<file path="src/rtl/pipe_pkg.sv">
// Shared types for the pipeline register stages: handshake FSM state encoding
// and the statistics counter width.
package pipe_pkg;

    typedef enum logic [1:0] {
        PS_EMPTY = 2'b00,
        PS_BUSY  = 2'b01,
        PS_FULL  = 2'b10
    } pipe_state_t;

    localparam int STAT_W = 16;

endpackage : pipe_pkg

</file>
<file path="src/rtl/pipe_sat_counter.sv">
// Saturating up-counter used for the pipeline stage statistics.
// Counts once per cycle with inc=1, holds at all-ones, clears only on rst_n.
module pipe_sat_counter
    import pipe_pkg::*;
#(
    parameter int WIDTH = STAT_W
) (
    input  logic             clk,
    input  logic             rst_n,
    input  logic             inc,
    output logic [WIDTH-1:0] count
);

    logic [WIDTH-1:0] count_q;
    logic [WIDTH-1:0] count_d;

    always_comb begin
        count_d = count_q;
        if (inc && (count_q != {WIDTH{1'b1}})) begin
            count_d = count_q + WIDTH'(1);
        end
    end

    always_ff @(posedge clk or negedge rst_n) begin
        if (!rst_n) begin
            count_q <= '0;
        end else begin
            count_q <= count_d;
        end
    end

    assign count = count_q;

endmodule : pipe_sat_counter

</file>
<file path="src/rtl/pipe_stage_skid.sv">
// Valid/ready pipeline register stage with a 2-entry skid buffer and flush.
// Define PIPE_STAGE_STATS_EN to add the stall_cnt / flush_cnt statistics ports.
module pipe_stage_skid
    import pipe_pkg::*;
#(
    parameter int               WIDTH  = 16,
    parameter logic [WIDTH-1:0] BUBBLE = '0
) (
    input  logic              clk,
    input  logic              rst_n,
    input  logic              flush,
    input  logic              in_valid,
    output logic              in_ready,
    input  logic [WIDTH-1:0]  in_data,
    output logic              out_valid,
    input  logic              out_ready,
    output logic [WIDTH-1:0]  out_data,
    output logic [1:0]        occupancy
`ifdef PIPE_STAGE_STATS_EN
    ,
    output logic [STAT_W-1:0] stall_cnt,
    output logic [STAT_W-1:0] flush_cnt
`endif
);

    pipe_state_t      state_q;
    pipe_state_t      state_d;
    logic [WIDTH-1:0] main_q;
    logic [WIDTH-1:0] main_d;
    logic [WIDTH-1:0] skid_q;
    logic [WIDTH-1:0] skid_d;
    logic             acc;
    logic             dq;

    // Ready depends on registered state only, so no ready path ripples upstream.
    assign in_ready  = (state_q != PS_FULL);
    assign out_valid = (state_q != PS_EMPTY);
    assign out_data  = out_valid ? main_q : BUBBLE;

    assign acc = in_valid & in_ready;
    assign dq  = out_valid & out_ready;

    always_comb begin
        occupancy = 2'd0;
        case (state_q)
            PS_BUSY: occupancy = 2'd1;
            PS_FULL: occupancy = 2'd2;
            default: occupancy = 2'd0;
        endcase
    end

    always_comb begin
        state_d = state_q;
        main_d  = main_q;
        skid_d  = skid_q;
        if (flush) begin
            // Squash everything; an offered input is dropped, a dq completes as usual.
            state_d = PS_EMPTY;
        end else begin
            case (state_q)
                PS_EMPTY: begin
                    if (acc) begin
                        state_d = PS_BUSY;
                        main_d  = in_data;
                    end
                end
                PS_BUSY: begin
                    if (acc && dq) begin
                        main_d = in_data;
                    end else if (acc) begin
                        state_d = PS_FULL;
                        skid_d  = in_data;
                    end else if (dq) begin
                        state_d = PS_EMPTY;
                    end
                end
                PS_FULL: begin
                    if (dq) begin
                        state_d = PS_BUSY;
                        main_d  = skid_q;
                    end
                end
                default: state_d = PS_EMPTY;
            endcase
        end
    end

    always_ff @(posedge clk or negedge rst_n) begin
        if (!rst_n) begin
            state_q <= PS_EMPTY;
            main_q  <= BUBBLE;
            skid_q  <= BUBBLE;
        end else begin
            state_q <= state_d;
            main_q  <= main_d;
            skid_q  <= skid_d;
        end
    end

`ifdef PIPE_STAGE_STATS_EN
    logic stall_inc;
    logic flush_inc;

    assign stall_inc = out_valid & ~out_ready;
    assign flush_inc = flush & (state_q != PS_EMPTY);

    pipe_sat_counter #(.WIDTH(STAT_W)) u_stall_cnt (
        .clk   (clk),
        .rst_n (rst_n),
        .inc   (stall_inc),
        .count (stall_cnt)
    );

    pipe_sat_counter #(.WIDTH(STAT_W)) u_flush_cnt (
        .clk   (clk),
        .rst_n (rst_n),
        .inc   (flush_inc),
        .count (flush_cnt)
    );
`endif

endmodule : pipe_stage_skid

</file>
<file path="config.mk">
export PLATFORM = sky130hd
export DESIGN_NAME = pipe_stage_skid
export DESIGN_NICKNAME = d
export VERILOG_FILES = /design/src/rtl/pipe_pkg.sv /design/src/rtl/pipe_sat_counter.sv /design/src/rtl/pipe_stage_skid.sv
export SDC_FILE = /design/constraint.sdc
export NUM_CORES = 1
export LEC_CHECK = 0
export ABC_AREA = 0
export CAP_MARGIN = 0
export CORE_AREA = 3 3 51 76
export DETAILED_ROUTE_END_ITERATION = 10
export DIE_AREA = 0 0 54 79
export PLACE_DENSITY = 0.86
export SLEW_MARGIN = 15
export SYNTH_ARGS = -nofsm -noshare
export SYNTH_HDL_FRONTEND = slang
export SYNTH_HIERARCHICAL = 1
export SYNTH_SLANG_ARGS = --single-unit
</file>
<file path="constraint.sdc">
create_clock -name clk -period 3.3 [get_ports clk]
set_input_delay 0.99 -clock clk [delete_from_list [all_inputs] [get_ports clk]]
set_output_delay 0.99 -clock clk [all_outputs]
set_load 0.05 [all_outputs]
</file>
* Word level (Yosys, flattened, before mapping)
Cells that the tools add are included.
** Cells by class
- $mul :: 0
- Muxes and demuxes :: 13
- Reductions and logical operators :: 7
- Div/mod/pow operators :: 0
- Eq/ne operators :: 10
- Bitwise operators :: 4
- Shifts and indexed selects :: 0
- Add/sub/neg operators :: 0
- $lt $le $gt $ge :: 0
** Operators with widths (count)
- $mux W16 :: 4
- $pmux W16 S3 :: 1
- $mux W2 :: 6
- $ne A3 B3 Y1 const B :: 3
- $ne A2 B2 Y1 const B :: 4
- $reduce_and A4 Y1 :: 2
- $pmux W2 S3 :: 1
- $reduce_and A5 Y1 :: 1
- $ne A4 B4 Y1 const B :: 1
- $pmux W2 S2 :: 1
- $reduce_bool A3 Y1 :: 1
- $and A1 B1 Y1 :: 2
- $eq A2 B1 Y1 const B :: 1
- $eq A2 B2 Y1 const B :: 1
- $logic_not A2 Y1 :: 1
- $not A1 Y1 :: 2
- $reduce_bool A2 Y1 :: 1
- $logic_and A1 B1 Y1 :: 1
** Storage, ports and cells
- Word-level logic and storage cells :: 37
- Flip-flop bits (word level) :: 34
- Bits in latches :: 0
- ROM bits :: 0
- Output and inout bits :: 20
- Input port bits :: 21
- Memory bits (writable) :: 0
- Memories :: 0

* Logic depth before layout (Yosys ltp)
Gate-level depths: netlist (run 1).
- Word-level depth :: 7
- Gate-level depth with buffers :: 6

* Least setup slack after synthesis (run 1)
Ideal clock, no wire load.
- Kind :: reg2out
- Start :: register state_q[0]
- End :: output out_data[10]
- Data arrival time :: 1.474 ns
- Buffers on the path :: 2
- Cell stages (with the launch flop) :: 5
- Required time :: 2.310 ns
- Slack :: 0.836 ns
- Path through :: dfrtp_1 > buf_4 > nor2_1 > clkbuf_1 > nor2b_1
** Between the ends
- Word-level cells in the longest chain between the ends :: 2
** RTL lines
- start: declaration :: line pipe_stage_skid.sv:26 : pipe_state_t state_q;
- start signal: assignment :: line pipe_stage_skid.sv:94 : state_q <= state_d;
- $reduce_bool A2 Y1 :: line pipe_stage_skid.sv:37 : assign out_valid = (state_q != PS_EMPTY);
- $mux W16 :: line pipe_stage_skid.sv:38 : assign out_data = out_valid ? main_q : BUBBLE;
- end: declaration :: line pipe_stage_skid.sv:17 : output logic [WIDTH-1:0] out_data,
No other way between the ends.

* Worst setup path in the final report (run 1)
- Start :: register state_q[1]
- End :: output in_ready
** Between the ends
- Word-level cells in the longest chain between the ends :: 1
** RTL lines
- $ne A2 B2 Y1 :: line pipe_stage_skid.sv:36 : assign in_ready = (state_q != PS_FULL);
- end: declaration :: line pipe_stage_skid.sv:13 : output logic in_ready,
No other way between the ends.

==> out/metrics.yaml, run 1 <==
status: "finished, final reports clean"
post_cts_buffers: 0
cp-start-kind: "flop"
finalHoldViolations: 0
dpl_cell_area_um2: 2090
cts_sinks: 34
worst_pin_slew_ns: 0.488
grt_pass1_wl_um: 5290
vias: 1092
via_per_inst: 5.28
cp_max_fo: 7
leakagePower_nw: 0.961
rsz0062_at_grt: "false"
skew_ns: 0.00267
clkLatencyLatePin_ns: 0.28
diodes: 0
io_pins: 41
cp.required_ns: 2.31
dp.cells: 201
fin_crit_sh: 0.834
die_area_um2: 4270
setup_tns_ns: 0
cp_cell_sequence: "nor2b_2 > inv_1 > clkdlybuf4s50_1"
start_util: 0.527
crit_type: "flop to output port"
finalNonFillerCells: 207
synthDistinctLibCells: 22
clockBufferDepth: 2
yosysWarnings: 6
cts_buffers: 5
clkSlewWorstSetupHoldPaths_ns: 0.06
drv_cap: 0
cp.buffers_inverters: 2
core_um2: 3220
grt_use_total: 0.175
wl_per_cell_um: 15.7
drtIter0Drc: 8
cp_top_family: "buffers and inverters"
grt_max_degree: 35
die_y_um: 79
syn_area_um2: 1700
hold_buffers: 0
peakVddDrop_mv: 0.350
fin_nets: 189
drive_gt1_frac: 0.479
power_density_nw_per_um2: 551
drc: 0
cts-resized-gates: 0
drv_slew: 0
slowest_stage: "clkdlybuf4s50_1"
synth_area_leaders: "dfrtp_1 50%, mux2_2 25%, mux2_4 8.0%"
die_w_um: 54
ant_nets: 0
design_area_um2: 2180
synth_seq_area_share: 0.501
rows: 25
htree_levels: 2
power.total_mw: 1.20
endpoint_kind: "output port"
yosysTopAreaCellShare: 0.501
synth-seq-cells: 34
port_buffers: 40
slowest_delay_ns: 0.79
first_global_vias: 1136
antenna_found_initial: 0
setup_viol: 0
syn_avg_cell_area_um2: 13.9
tritoncts: "yes"
cp_data_arrival_time_ns: 1.76
min_path_type: "flop to flop"
cts_root_buf: "clkbuf_8"
yosysTopAreaCell: "dfrtp_1"
syn_to_final_growth_pct: 28.3
overflow: 0
place.gp.congestion: 0.703
max-slew-margin-rel: 0.673
dpl.hpwl_um: 2310
max_freq_mhz: 363
period_needed_ns: 2.75
wl_um: 3260
synth_nets: 143
drt_pass1_iterations: 4
synth_cells: 122
-- cell type report --
cell class                 instances  area (um^2)
clock buffer                       6         82.6
fill                             245         1040
inverter                           2         7.51
multi-input combinational         80          793
sequential                        34          851
tap                               40         50.0
timing repair buffer              45          393
-- logic make-up after synthesis --
kind of cell           Yosys count  synth area share
muxes                           49             0.344
DFF                             34             0.501
and+or+nand+nor                 27            0.0973
buffers and inverters            8            0.0324
AOI/OAI and AO/OA                4            0.0243
-- where the power goes --
part           internal (mW)  leakage (nW)  switching (mW)
logic                  0.178         0.507           0.170
clock network          0.160        0.0431           0.130
registers              0.515         0.411          0.0470
total                  0.854         0.961           0.347
-- sequential cells by signal, indices dropped and copies added, names as in the netlist --
name / count
main_q: 16
state_q: 2
skid_q: 16
-- Yosys cell counts --
library cell	n
nand2_1	1
nor2b_1	18
buf_8	1
or3b_2	1
buf_4	1
mux2i_1	1
mux2_1	1
o21ba_2	1
o31ai_4	1
dfrtp_1	34
clkbuf_1	1
inv_1	2
nand3_1	1
mux2_4	9
buf_6	1
mux2_2	38
a21oi_1	2
nor2_1	3
nor3_1	1
buf_2	2
nand4bb_1	1
and2b_1	1
-- metal layers --
layer  up-vias  track usage  wire (um)
li1        515            -          -
met1       543        0.198       1340
met2        28        0.286       1650
met3         6       0.0600        203
met4         0       0.0823         68
met5         -            0          0
-- cells in the final DEF (no fill, tap or decap), drive strengths merged, types with 2 or more instances in the layout --
| cell | count |
|---|---|
| mux2 | 48 |
| dfrtp | 34 |
| buf | 23 |
| clkdlybuf4s50 | 22 |
| nor2b | 18 |
| clkbuf | 6 |
| nor2 | 3 |
| inv | 2 |
| a21oi | 2 |
-- stage by stage --
stage / util / hold slack (ns) / worst slack [ns]
after floorplan: - / 0.450 / 0.836
after global placement: 0.650 / 0.466 / 0.655
after detailed placement: 0.650 / 0.480 / 0.562
after CTS: 0.676 / 0.494 / 0.520
after global routing: 0.676 / 0.517 / 0.448
final: 0.676 / 0.492 / 0.547
-- final timing paths --
check,from,cells after the start,slack (ns),end
max reg2reg,state_q[0]$_DFFE_PN0P_,4,1.55,main_q[12]$_DFFE_PN0P_
max,state_q[1]$_DFFE_PN0P_,3,0.55,in_ready
min,main_q[12]$_DFFE_PN0P_,1,0.49,main_q[12]$_DFFE_PN0P_
min in group asynchronous,rst_n,2,1.12,skid_q[1]$_DFFE_PN0P_
min reg2reg,main_q[12]$_DFFE_PN0P_,1,0.49,main_q[12]$_DFFE_PN0P_
max in group asynchronous,rst_n,2,1.88,skid_q[10]$_DFFE_PN0P_
No activity file was read; power rests on OpenSTA's default activity.
==> run 2, diff against run 1 <==
--- a/config.mk
+++ b/config.mk
@@ -7,10 +7,10 @@
 export LEC_CHECK = 0
 export ABC_AREA = 0
 export CAP_MARGIN = 0
-export CORE_AREA = 3 3 51 76
+export CORE_AREA = 3 3 53 79
 export DETAILED_ROUTE_END_ITERATION = 10
-export DIE_AREA = 0 0 54 79
-export PLACE_DENSITY = 0.86
+export DIE_AREA = 0 0 56 82
+export PLACE_DENSITY = 0.81
 export SLEW_MARGIN = 15
 export SYNTH_ARGS = -nofsm -noshare
 export SYNTH_HDL_FRONTEND = slang
==> constraint.sdc (replaced) <==
create_clock -name clk -period 2.7 [get_ports clk]
set_input_delay 0.81 -clock clk [delete_from_list [all_inputs] [get_ports clk]]
set_output_delay 0.81 -clock clk [all_outputs]
set_load 0.05 [all_outputs]
==> run 2 against run 1 <==
Against the previous run: die area is 7.6% higher; register-to-register slack worse by 0.49 ns; sequential power is 23% higher; critical path type unchanged; largest cell class unchanged; highest routed layer unchanged; worst setup slack worse by 0.41 ns; sequential share of layout area is 0.53 points lower; global-route usage is 1.4 points lower; design area is 1.4% higher.
==> out/metrics.yaml, run 2 (synthesized netlist as in run 1, its figures left out) <==
crit_end: "occupancy[0]"
mostFrequentLayoutCell: "mux2_2"
peakVddDrop_mv: 0.439  # +25%
critPathLaunch: "state_q[0]$_DFFE_PN0P_"
wl_um: 3520  # +8.1%
power_density_nw_per_um2: 668  # +21%
cts-resized-gates: 0  # unchanged
die_y_um: 82  # +3.8%
reg2reg_slack_ns: 1.06  # -0.49 ns
grt_pass1_wl_um: 5600  # +5.9%
slowest_delay_ns: 0.79  # about the same
regToRegStartpoint: "state_q[0]$_DFFE_PN0P_"
clockBufferDepth: 2  # unchanged
cp_max_fo: 8  # +1
first_global_vias: 1194  # +5.1%
worst_pin_slew_ns: 0.490  # +0.00130 ns
mostFrequentLayoutCells: "38 x mux2_2, 34 x dfrtp_1, 26 x buf_4"
dpl_cell_area_um2: 2130  # +1.7%
max-slew-margin-rel: 0.672  # -0.000867
setup_viol: 0  # unchanged
dpl.hpwl_um: 2450  # +5.9%
drive_gt1_frac: 0.485  # +0.00634
min_path_cells: 1  # unchanged
clkSlewWorstSetupHoldPaths_ns: 0.06  # about the same
antenna_found_initial: 0  # unchanged
cts_buffers: 5  # unchanged
crit_type: "flop to output port"
ant_nets: 0  # unchanged
place.gp.congestion: 0.839  # +19%
drt_pass1_iterations: 4  # unchanged
drtIter0Drc: 16  # +8
drc: 0  # unchanged
vias: 1114  # +2.0%
fin_nets: 192  # +1.6%
drv_slew: 0  # unchanged
endpoint_kind: "output port"
status: "finished, final reports clean"
cp-start-kind: "flop"
cp_data_arrival_time_ns: 1.75  # about the same
finalNonFillerCells: 214  # +3.4%
r2r_end: "main_q[12]$_DFFE_PN0P_"
post_cts_buffers: 0  # unchanged
min_path_type: "flop to flop"
largest_registers: "main_q: 16 flops, skid_q: 16 flops, state_q: 2 flops"
grt_max_degree: 35  # unchanged
design_area_um2: 2210  # +1.4%
die_area_um2: 4590  # +7.6%
worst_r2r_path_depth: 4  # unchanged
start_util: 0.465  # -0.0616
cp.required_ns: 1.89  # -0.42 ns
finalHoldViolations: 0  # unchanged
core_um2: 3650  # +13%
cp_cell_sequence: "and2b_1 > clkdlybuf4s50_1"
io_pins: 41  # unchanged
grt_use_total: 0.161  # -0.0140
clkLatencyLatePin_ns: 0.28  # about the same
drv_cap: 0  # unchanged
via_per_inst: 5.21  # -1.3%
die_w_um: 56  # +3.7%
period_needed_ns: 2.56
rsz0062_at_grt: "false"
cts_sinks: 34  # unchanged
overflow: 0  # unchanged
leakagePower_nw: 0.974  # +1.3%
port_buffers: 40  # unchanged
slowest_stage: "clkdlybuf4s50_1"
max_freq_mhz: 391
skew_ns: 0.00545  # +0.00278 ns
htree_levels: 2  # unchanged
diodes: 0  # unchanged
wl_per_cell_um: 16.4  # +4.6%
syn_to_final_growth_pct: 30.1
dp.cells: 207  # +3.0%
hold_buffers: 0  # unchanged
rows: 27  # +8.0%
cts_root_buf: "clkbuf_8"
tritoncts: "yes"
fin_crit_sh: 0.948
setup_tns_ns: 0  # unchanged
-- run 2: cell types whose count changed in the layout (fill, tap and decap cells not counted) --
| cell | previous run | this run |
|---|---|---|
| buf_12 | 0 | 1 |
| buf_4 | 23 | 26 |
| clkdlybuf4s50_1 | 22 | 21 |
| clkbuf_8 | 6 | 5 |
| clkbuf_1 | 0 | 2 |
-- run 2: report_power, final --
group	switching, mW	leakage, nW	internal (mW)	total [mW]
combinational	0.213	0.525	0.222	0.435
clock	0.167	0.0383	0.177	0.344
sequential	0.0646	0.411	0.630	0.694
total	0.444	0.974	1.03	1.47
-- run 2: how the worst min path moves through the flow --
stage,startpoint,to,slack (ns)
after global routing,main_q[12]$_DFFE_PN0P_,main_q[12]$_DFFE_PN0P_,0.51
after global placement,main_q[12]$_DFFE_PN0P_,main_q[12]$_DFFE_PN0P_,0.46
final,main_q[12]$_DFFE_PN0P_,main_q[12]$_DFFE_PN0P_,0.48
after floorplan,main_q[12]$_DFFE_PN0P_,main_q[12]$_DFFE_PN0P_,0.45
after CTS,main_q[12]$_DFFE_PN0P_,main_q[12]$_DFFE_PN0P_,0.48
after detailed placement,main_q[12]$_DFFE_PN0P_,main_q[12]$_DFFE_PN0P_,0.47
-- run 2: layout make-up --
| type | instances | area, um^2 |
|---|---|---|
| repair buffers | 48 | 425 |
| clock buffers | 7 | 76.3 |
| inverters | 2 | 7.51 |
| well taps | 43 | 53.8 |
| flip-flops and latches | 34 | 851 |
| multi-input cells | 80 | 793 |
| fillers | 308 | 1440 |
-- run 2: stage by stage --
step / hold WS (ns) / worst slack (ns) / power (mW) / util
floorplan: 0.450 / 0.416 / 0.989 / -
global placement: 0.463 / 0.317 / 1.11 / 0.584
detailed placement: 0.466 / 0.242 / 1.14 / 0.584
CTS: 0.481 / 0.140 / 1.49 / 0.605
global route: 0.506 / 0.0544 / 1.55 / 0.605
finish: 0.477 / 0.140 / 1.47 / 0.605
-- run 2: critical path, delay by kind of cell (launching register included) --
kind	cells	cell delay (ns)
buffers and inverters	1	0.79
and+or+nand+nor	1	0.16
DFF	1	0.51
-- run 2: metal layers --
metal | global-route usage | wire length, um | vias to the layer above
met1 | 0.179 | 1420 | 557
met4 | 0.0808 | 87 | 0
met5 | 0 | 0 | -
met3 | 0.0535 | 157 | 10
met2 | 0.276 | 1860 | 31
li1 | - | - | 516
